<file path="src/rtl/uart_pkg.sv">
// Shared UART definitions used by the transmitter and the receiver.
// The PARITY state exists only when UART_TX_PARITY_EN is defined.
package uart_pkg;

  localparam int   UART_DATA_BITS  = 8;
  localparam logic UART_IDLE_LEVEL = 1'b1;

  typedef enum logic [2:0] {
    IDLE,
    START,
    DATA,
`ifdef UART_TX_PARITY_EN
    PARITY,
`endif
    STOP
  } uart_tx_state_t;

endpackage

</file>
<file path="src/rtl/uart_tx_fifo.sv">
// Synchronous FIFO for the UART transmitter; power-of-two DEPTH, one extra
// pointer bit distinguishes full from empty.
module uart_tx_fifo #(
  parameter int DEPTH = 4,
  parameter int WIDTH = 8
) (
  input  logic             clk,
  input  logic             rst,
  input  logic             push,
  input  logic [WIDTH-1:0] push_data,
  input  logic             pop,
  output logic [WIDTH-1:0] pop_data,
  output logic             full,
  output logic             empty
);

  localparam int AW = $clog2(DEPTH);

  logic [AW:0]      wr_ptr;
  logic [AW:0]      rd_ptr;
  logic [WIDTH-1:0] mem [DEPTH];
  logic             do_push;
  logic             do_pop;

  assign full     = (wr_ptr[AW] != rd_ptr[AW]) && (wr_ptr[AW-1:0] == rd_ptr[AW-1:0]);
  assign empty    = (wr_ptr == rd_ptr);
  // A push is judged against the current full flag, so a same-cycle pop never makes room.
  assign do_push  = push && !full;
  assign do_pop   = pop && !empty;
  assign pop_data = mem[rd_ptr[AW-1:0]];

  always_ff @(posedge clk) begin
    if (rst) begin
      wr_ptr <= '0;
      rd_ptr <= '0;
    end else begin
      if (do_push) wr_ptr <= wr_ptr + 1'b1;
      if (do_pop)  rd_ptr <= rd_ptr + 1'b1;
    end
  end

  // NOTE: storage has no reset; pointers alone define which entries are valid.
  always_ff @(posedge clk) begin
    if (do_push) mem[wr_ptr[AW-1:0]] <= push_data;
  end

endmodule

</file>
<file path="src/rtl/uart_tx.sv">
// UART transmitter: valid/ready byte sink, FIFO, 8N1 frames (8E1 when
// UART_TX_PARITY_EN is defined), gap-free back-to-back frames.
module uart_tx
  import uart_pkg::*;
#(
  parameter int CLKS_PER_BIT = 104,
  parameter int FIFO_DEPTH   = 4
) (
  input  logic       clk,
  input  logic       rst,
  input  logic [7:0] tx_data,
  input  logic       tx_valid,
  output logic       tx_ready,
  output logic       tx_serial,
  output logic       tx_busy
);

  localparam int CNT_W = $clog2(CLKS_PER_BIT);
  localparam int IDX_W = $clog2(UART_DATA_BITS);
  localparam logic [CNT_W-1:0] CNT_LAST = CNT_W'(CLKS_PER_BIT - 1);
  localparam logic [IDX_W-1:0] IDX_LAST = IDX_W'(UART_DATA_BITS - 1);

  uart_tx_state_t              state;
  logic [CNT_W-1:0]            baud_cnt;
  logic [IDX_W-1:0]            bit_idx;
  logic [UART_DATA_BITS-1:0]   shift;
  logic [UART_DATA_BITS-1:0]   fifo_data;
  logic                        fifo_full;
  logic                        fifo_empty;
  logic                        baud_done;
  logic                        pop;
`ifdef UART_TX_PARITY_EN
  logic                        parity_q;
`endif

  uart_tx_fifo #(.DEPTH(FIFO_DEPTH), .WIDTH(UART_DATA_BITS)) u_fifo (
    .clk       (clk),
    .rst       (rst),
    .push      (tx_valid),
    .push_data (tx_data),
    .pop       (pop),
    .pop_data  (fifo_data),
    .full      (fifo_full),
    .empty     (fifo_empty)
  );

  assign baud_done = (baud_cnt == CNT_LAST);
  assign tx_ready  = !fifo_full;
  assign tx_busy   = (state != IDLE) || !fifo_empty;

  // NOTE: every variable assigned in always_comb gets a default first, so no latch is inferred.
  always_comb begin
    pop = 1'b0;
    if (state == IDLE || (state == STOP && baud_done)) pop = !fifo_empty;
  end

  // NOTE: all state here uses non-blocking assignments so every branch sees pre-edge values.
  always_ff @(posedge clk) begin
    if (rst) begin
      state     <= IDLE;
      baud_cnt  <= '0;
      bit_idx   <= '0;
      shift     <= '0;
      tx_serial <= UART_IDLE_LEVEL;
`ifdef UART_TX_PARITY_EN
      parity_q  <= 1'b0;
`endif
    end else begin
      if (pop) begin
        shift   <= fifo_data;
        bit_idx <= '0;
`ifdef UART_TX_PARITY_EN
        parity_q <= ^fifo_data;
`endif
      end

      case (state)
        IDLE: begin
          if (!fifo_empty) begin
            state     <= START;
            baud_cnt  <= '0;
            tx_serial <= 1'b0;
          end
        end
        START: begin
          if (baud_done) begin
            state     <= DATA;
            baud_cnt  <= '0;
            tx_serial <= shift[0];
          end else begin
            baud_cnt <= baud_cnt + 1'b1;
          end
        end
        DATA: begin
          if (baud_done) begin
            baud_cnt <= '0;
            if (bit_idx == IDX_LAST) begin
`ifdef UART_TX_PARITY_EN
              state     <= PARITY;
              tx_serial <= parity_q;
`else
              state     <= STOP;
              tx_serial <= UART_IDLE_LEVEL;
`endif
            end else begin
              shift     <= {1'b0, shift[UART_DATA_BITS-1:1]};
              bit_idx   <= bit_idx + 1'b1;
              tx_serial <= shift[1];
            end
          end else begin
            baud_cnt <= baud_cnt + 1'b1;
          end
        end
`ifdef UART_TX_PARITY_EN
        PARITY: begin
          if (baud_done) begin
            state     <= STOP;
            baud_cnt  <= '0;
            tx_serial <= UART_IDLE_LEVEL;
          end else begin
            baud_cnt <= baud_cnt + 1'b1;
          end
        end
`endif
        STOP: begin
          if (baud_done) begin
            baud_cnt <= '0;
            // Chain straight into the next start bit when more data is queued.
            if (!fifo_empty) begin
              state     <= START;
              tx_serial <= 1'b0;
            end else begin
              state <= IDLE;
            end
          end else begin
            baud_cnt <= baud_cnt + 1'b1;
          end
        end
        default: begin
          state     <= IDLE;
          tx_serial <= UART_IDLE_LEVEL;
        end
      endcase
    end
  end

endmodule

</file>
<file path="config.mk">
export PLATFORM = sky130hd
export DESIGN_NAME = uart_tx
export DESIGN_NICKNAME = d
export VERILOG_FILES = /design/src/rtl/uart_pkg.sv /design/src/rtl/uart_tx_fifo.sv /design/src/rtl/uart_tx.sv
export SDC_FILE = /design/constraint.sdc
export NUM_CORES = 1
export LEC_CHECK = 0
export CORE_UTILIZATION = 56
export DETAILED_ROUTE_END_ITERATION = 8
export PLACE_DENSITY_LB_ADDON = 0.3
export SYNTH_ARGS = -nofsm -noshare
export SYNTH_HDL_FRONTEND = slang
export SYNTH_SLANG_ARGS = --single-unit
</file>
<file path="constraint.sdc">
create_clock -name clk -period 2.4 [get_ports clk]
set_input_delay 0.48 -clock clk [delete_from_list [all_inputs] [get_ports clk]]
set_output_delay 0.48 -clock clk [all_outputs]
set_load 0.01 [all_outputs]
</file>
---- Word-level counts from Yosys, hierarchy flattened ----
Memory sizes are Yosys's and may differ from the RTL's. A register that Yosys moved wholly into a read port is not among the register bits.
Cells that the tools add are included.
storage, ports and cells
  register bits ........................... 28
  memory bits (writable) .................. 32
  input bits .............................. 11
  output and inout bits ................... 3
  memories kept ........................... 1
memory list
  name        depth  bits a word  rd ports  clocked after memory_dff  write ports  line                RTL
  u_fifo.mem  4      8            1         1                         1            uart_tx_fifo.sv:21  logic [WIDTH-1:0] mem [DEPTH];
operators by class
  add/sub/neg operators ................... 4
  eq/ne operators ......................... 13
  mux-type cells .......................... 29
  reductions and logical operators ........ 15
operators by type and width
  cell                 count
  $mux 8               4
  $mux 3               9
  $mux 7               2
  $pmux 7 s2           1
  $pmux 3 s4           1
  $ne 2x2->1 const B   5
  $add 3x1->3 const B  3
  $mux 1               9
  $add 7x1->7 const B  1
  $eq 7x7->1 const B   1
  $eq 3x2->1 const B   2
  $reduce_and 5->1     1
  $logic_and 1x1->1    4
  $mux 2               2
  $pmux 1 s4           1
  $eq 3x1->1 const B   1
  $eq 3x3->1           1
  $eq 3x3->1 const B   1
  $logic_not 3->1      1
  $reduce_and 3->1     1
  $reduce_bool 3->1    1
  $reduce_or 3->1      1
  $eq 2x2->1           1
  $logic_not 1->1      2
  other kinds (4)      5

---- Longest topological paths before layout ----
  depth in word-level cells ............... 8
  gate-level depth with buffers ........... 7
  depth with buffers taken out ............ 6

---- Cells and area by module ----
Synthesis repeated with hierarchy kept, for this count alone.
unflattened totals
  cell total of the unflattened synthesis .. 243
  area total of the unflattened synthesis .. 2,917.8 um^2
by module, submodules not included
  module        instances  cells an instance  area an instance (um^2)
  uart_tx_fifo  1          110                1,731.7
  uart_tx       1          133                1,186.1

---- Least setup slack after synthesis ----
Ideal clock, no wire load.
  path kind ............................... register to register
  from .................................... register baud_cnt[0]
  to ...................................... register u_fifo.rd_ptr[2]
  library setup time ...................... 0.121 ns
  arrival ................................. 1.605 ns
  required time ........................... 2.279 ns
  path slack .............................. 0.675 ns
  stages on the path, launching flop included .. 8
  path buffers ............................ 2
  period minus slack after synthesis ...... 1.725 ns
  path through ............................ dfxtp_1 > ha_1 > and2_1 > buf_2 > a31o_2 > buf_4 > nand3_1 > mux2_2
on the way
  longest elaborated chain between the ends .. 5
RTL lines
  what                      line                RTL
  start: declaration        uart_tx.sv:24       logic [CNT_W-1:0] baud_cnt;
  start signal: assignment  uart_tx.sv:91       baud_cnt <= baud_cnt + 1'b1;
  start signal: assignment  uart_tx.sv:111      baud_cnt <= baud_cnt + 1'b1;
  start signal: assignment  uart_tx.sv:136      baud_cnt <= baud_cnt + 1'b1;
  $eq 7x7->1                uart_tx.sv:47       assign baud_done = (baud_cnt == CNT_LAST);
  $logic_and 1x1->1         uart_tx.sv:54       if (state == IDLE || (state == STOP && baud_done)) pop = !fifo_empty;
  $logic_or 1x1->1          uart_tx.sv:54
  $mux 1                    uart_tx.sv:54
  $logic_and 1x1->1         uart_tx_fifo.sv:29  assign do_pop = pop && !empty;
  end signal: assignment    uart_tx_fifo.sv:38  if (do_pop) rd_ptr <= rd_ptr + 1'b1;
  end: declaration          uart_tx_fifo.sv:20  logic [AW:0] rd_ptr;
No other way between the ends.
A chain may end at the register's enable or synchronous reset.

---- Worst setup path after layout ----
  from .................................... register state[0]
  to ...................................... output tx_busy
on the way
  longest elaborated chain between the ends .. 2
RTL lines
  what                      line           RTL
  start: declaration        uart_tx.sv:23  uart_tx_state_t state;
  start signal: assignment  uart_tx.sv:60  state <= IDLE;
  start signal: assignment  uart_tx.sv:80  state <= START;
  start signal: assignment  uart_tx.sv:87  state <= DATA;
  $reduce_bool 3->1         uart_tx.sv:49  assign tx_busy = (state != IDLE) || !fifo_empty;
  $logic_or 1x1->1          uart_tx.sv:49
  end: declaration          uart_tx.sv:15  output logic tx_busy
No other way between the ends.

==> flow_summary_export.csv <==
group,metric,value,unit
logic_synthesis,yosysUniqueCellTypes,48,
setup_path,crit_fanout,6,
status,outcome,"complete, no violations",
power_and_ir_drop,vdd_ir_drop_max,0.0005744,V
setup_path,cp-end-kind,"output port",
floorplanning,core,4755,um2
setup_path,path_class,"reg -> out",
routing,drc,0,
clock_network,numCtsBuffers,9,
routing,drtIter0Drc,88,
grt,antenna_found_initial,0,
floorplanning,ioPinCount,14,
setup_path,ff2ff_path_depth,7,
placed_design,port_buffers,13,
placed_design,hpwl,3345,um
grt,grt_pass1_vias,1738,
setup_path,cp-start-kind,"flip-flop",
logic_synthesis,synth_top_cell_by_area,"edfxtp_1",
setup_path,r2r_end,"baud_cnt[6]",
routing,vias,1772,
hold_path,hold_end,"baud_cnt[6]",
timing,timing.final.crit_share,94.41,%
logic_synthesis,syn_inst,224,
clock_network,cts_hold_buf,0,
timing,slew_headroom,66.94,%
hold_path,whs_path_depth,2,
logic_synthesis,syn_avg_cell_area,12.50,um2
routing,firstDrtPassIters,4,
job,max_cap_violations,0,
hold_path,min_from,"baud_cnt[6]",
clock_network,cts_setup_buffers,0,
logic_synthesis,syn_area,2800,um2
setup_path,r2r_start,"state[1]",
logic_synthesis,synth_warnings,0,
clock_network,clk_latency,0.34,ns
routing,wirelength,4715,um
routing,drtAntennaViolNets,0,
power_and_ir_drop,total_power,3258,uW
logic_synthesis,synth_nets,248,
cells_and_area,layout-drive-gt1-share,15.51,%
timing,fmax,441.3,MHz
cells_and_area,n_fill_cell,373,
setup_path,path_cells,"inv_1 -> ha_1 -> nand4_1 -> clkdlybuf4s50_1",
setup_path,cp_slowest_cell,"clkdlybuf4s50_1",
routing,avgViaCountPerCell,5.679,
logic_synthesis,synth-edff-count,32,
clock_network,cts_resized,0,
setup_path,critPathArrivalTime,1.79,ns
clock_network,cts.clk_slew.worst_paths,0.07,ns
timing,skew,0.005903,ns
timing,finalMaxSlewViolations,0,
logic_synthesis,synth.top_cell.area_share,34.32,%
hold_path,hold_path.class,"reg -> reg",
clock_network,htree_levels,3,
floorplanning,die_area,5287,um2
timing,worst_pin_slew,0.4953,ns
setup_path,worstPathRequired,1.92,ns
floorplanning,die_h,72.72,um
logic_synthesis,ys_seq_area_share,55.05,%
grt,grt_usage,21.29,%
clock_network,cts.sinks,61,
floorplanning,rows,25,
power_and_ir_drop,p_leak,0.001130,uW
cells_and_area,area_growth,12.24,%
clock_network,root_buffer,"clkbuf_8",
floorplanning,die_x,72.72,um
placed_design,place_ws,0.4884,ns
grt,grt_overflow,0,
routing,wl_per_cell,15.11,um
logic_synthesis,synthArstFlopShare,0,%
setup_path,slowest_delay,0.55,ns
logic_synthesis,synthFlopType,"edfxtp_1",
timing,rsz0062_at_grt,"false",
cells_and_area,n_antenna_cell,0,
timing,worst_slack,0.1341,ns
logic_synthesis,synth_seq_cells,61,
timing,fin_setup_tns,0,ns
timing,hold_viol_final,0,
floorplanning,start_util,58.89,%
clock_network,cts.path.max_buffers,2,
cells_and_area,fin_util,66.11,%
timing,finalSetupViolCount,0,
logic_synthesis,yosys-top-cells-area,"edfxtp_1 (34%), dfxtp_1 (21%), mux4_2 (6.4%)",
placed_design,gp_congestion,0.8027,
setup_path,r2r_slack,0.51,ns
clock_network,cts_tree,"done",
grt,grt_max_degree,20,
timing,final_period_minus_worst_setup_slack,2.266,ns
power_and_ir_drop,pwr_density_cell,1037,nW/um2
cells_and_area,nets,264,
grt,grt_pass1_wl,8148,um
layout by cell type (no fill, tap or decap), types with 2 or more instances in the layout:
cell type	n
or3_1	3
dfxtp_1	29
ha_1	13
o211ai_1	3
mux4_2	8
nand3_1	15
a21oi_1	11
o31ai_1	2
clkbuf_8	9
xor2_2	3
nand2_1	10
mux2i_1	4
clkinvlp_4	2
edfxtp_1	32
nand2b_1	2
o21ai_0	14
clkdlybuf4s50_1	13
clkinv_4	2
nor3_1	2
and2_1	6
clkinv_2	2
nor2_1	14
buf_4	4
inv_1	7
xnor2_1	4
or4_1	2
a311oi_1	7
routing by layer:
layer	wire [um]	vias to the layer above	GRT usage (%)
met3	159	7	7.873
met2	2230	29	32.71
met1	2244	852	27.54
li1	-	884	-
met4	81	0	8.497
met5	0	-	0
worst max-delay path, delay by kind of cell (launching register included):
kind	cells	cell delay, ns
adder cells (fa/ha/maj)	1	0.29
flip-flops	1	0.38
AND/OR/NAND/NOR	1	0.14
buffers and inverters	2	0.65
cell families after synthesis:
logic type	after synthesis	synth area share (%)
flip-flops	61	55.05
AND/OR/NAND/NOR	59	11.04
XOR/XNOR	8	3.307
multiplexers	13	8.266
adder cells (fa/ha/maj)	13	5.809
buffers and inverters	19	3.664
AO/OA/AOI/OAI	51	12.87
power by group:
group	internal [uW]	switching, uW	total, uW
Clock	376	420	796
Sequential	1240	131	1380
Combinational	498	588	1090
Total	2120	1140	3260
worst max-delay path by stage:
stage	start	end	slack (ns)	cells after the start
after global routing	state[1]	tx_busy	0.004	4
after global placement	tx_valid	u_fifo.mem[3][5]	0.52	3
after CTS	state[0]	tx_busy	0.11	4
after floorplan	baud_cnt[0]	u_fifo.rd_ptr[2]	0.67	7
final	state[0]	tx_busy	0.13	4
after detailed placement	tx_valid	u_fifo.mem[3][5]	0.49	3
sequential cells by signal (all words and copies together), names as in the netlist, named ones only:
name / cells
u_fifo.mem: 32
shift: 8
u_fifo.rd_ptr: 3
u_fifo.wr_ptr: 3
tx_serial: 1
state: 2
bit_idx: 3
baud_cnt: 7
synthesized netlist by cell type, types with 2 or more instances:
library cell / number
a21oi_1: 11
a311oi_1: 7
and2_1: 6
buf_2: 3
buf_4: 3
buf_6: 2
clkbuf_1: 2
dfxtp_1: 29
edfxtp_1: 32
ha_1: 13
inv_1: 7
mux2i_1: 4
mux4_2: 8
nand2_1: 10
nand2b_1: 2
nand3_1: 15
nor2_1: 14
nor3_1: 2
o211ai_1: 3
o21ai_0: 14
o31ai_1: 2
or3_1: 3
or4_1: 2
xnor2_1: 4
xor2_2: 3
cell type report:
class                           count  area, um2  area share (%)
Tap cell                           67      83.83           2.667
Clock buffer                        9      123.9           3.941
Clock inverter                      7      51.30           1.632
Timing Repair Buffer               17      160.2           5.096
Multi-Input combinational cell    144       1156           36.78
Inverter                            7      26.28          0.8360
Sequential cell                    61       1541           49.04
per-stage QoR:
stage / instances / cell area [um2] / hold WS [ns]
final: 312 / 3143 / 0.4806
after global placement: 296 / 2968 / 0.4628
after detailed placement: 296 / 2968 / 0.4718
after CTS: 312 / 3143 / 0.4814
after floorplan: 224 / 2800 / 0.4475
after global routing: 312 / 3143 / 0.4969
No activity file was read; power rests on OpenSTA's default activity.
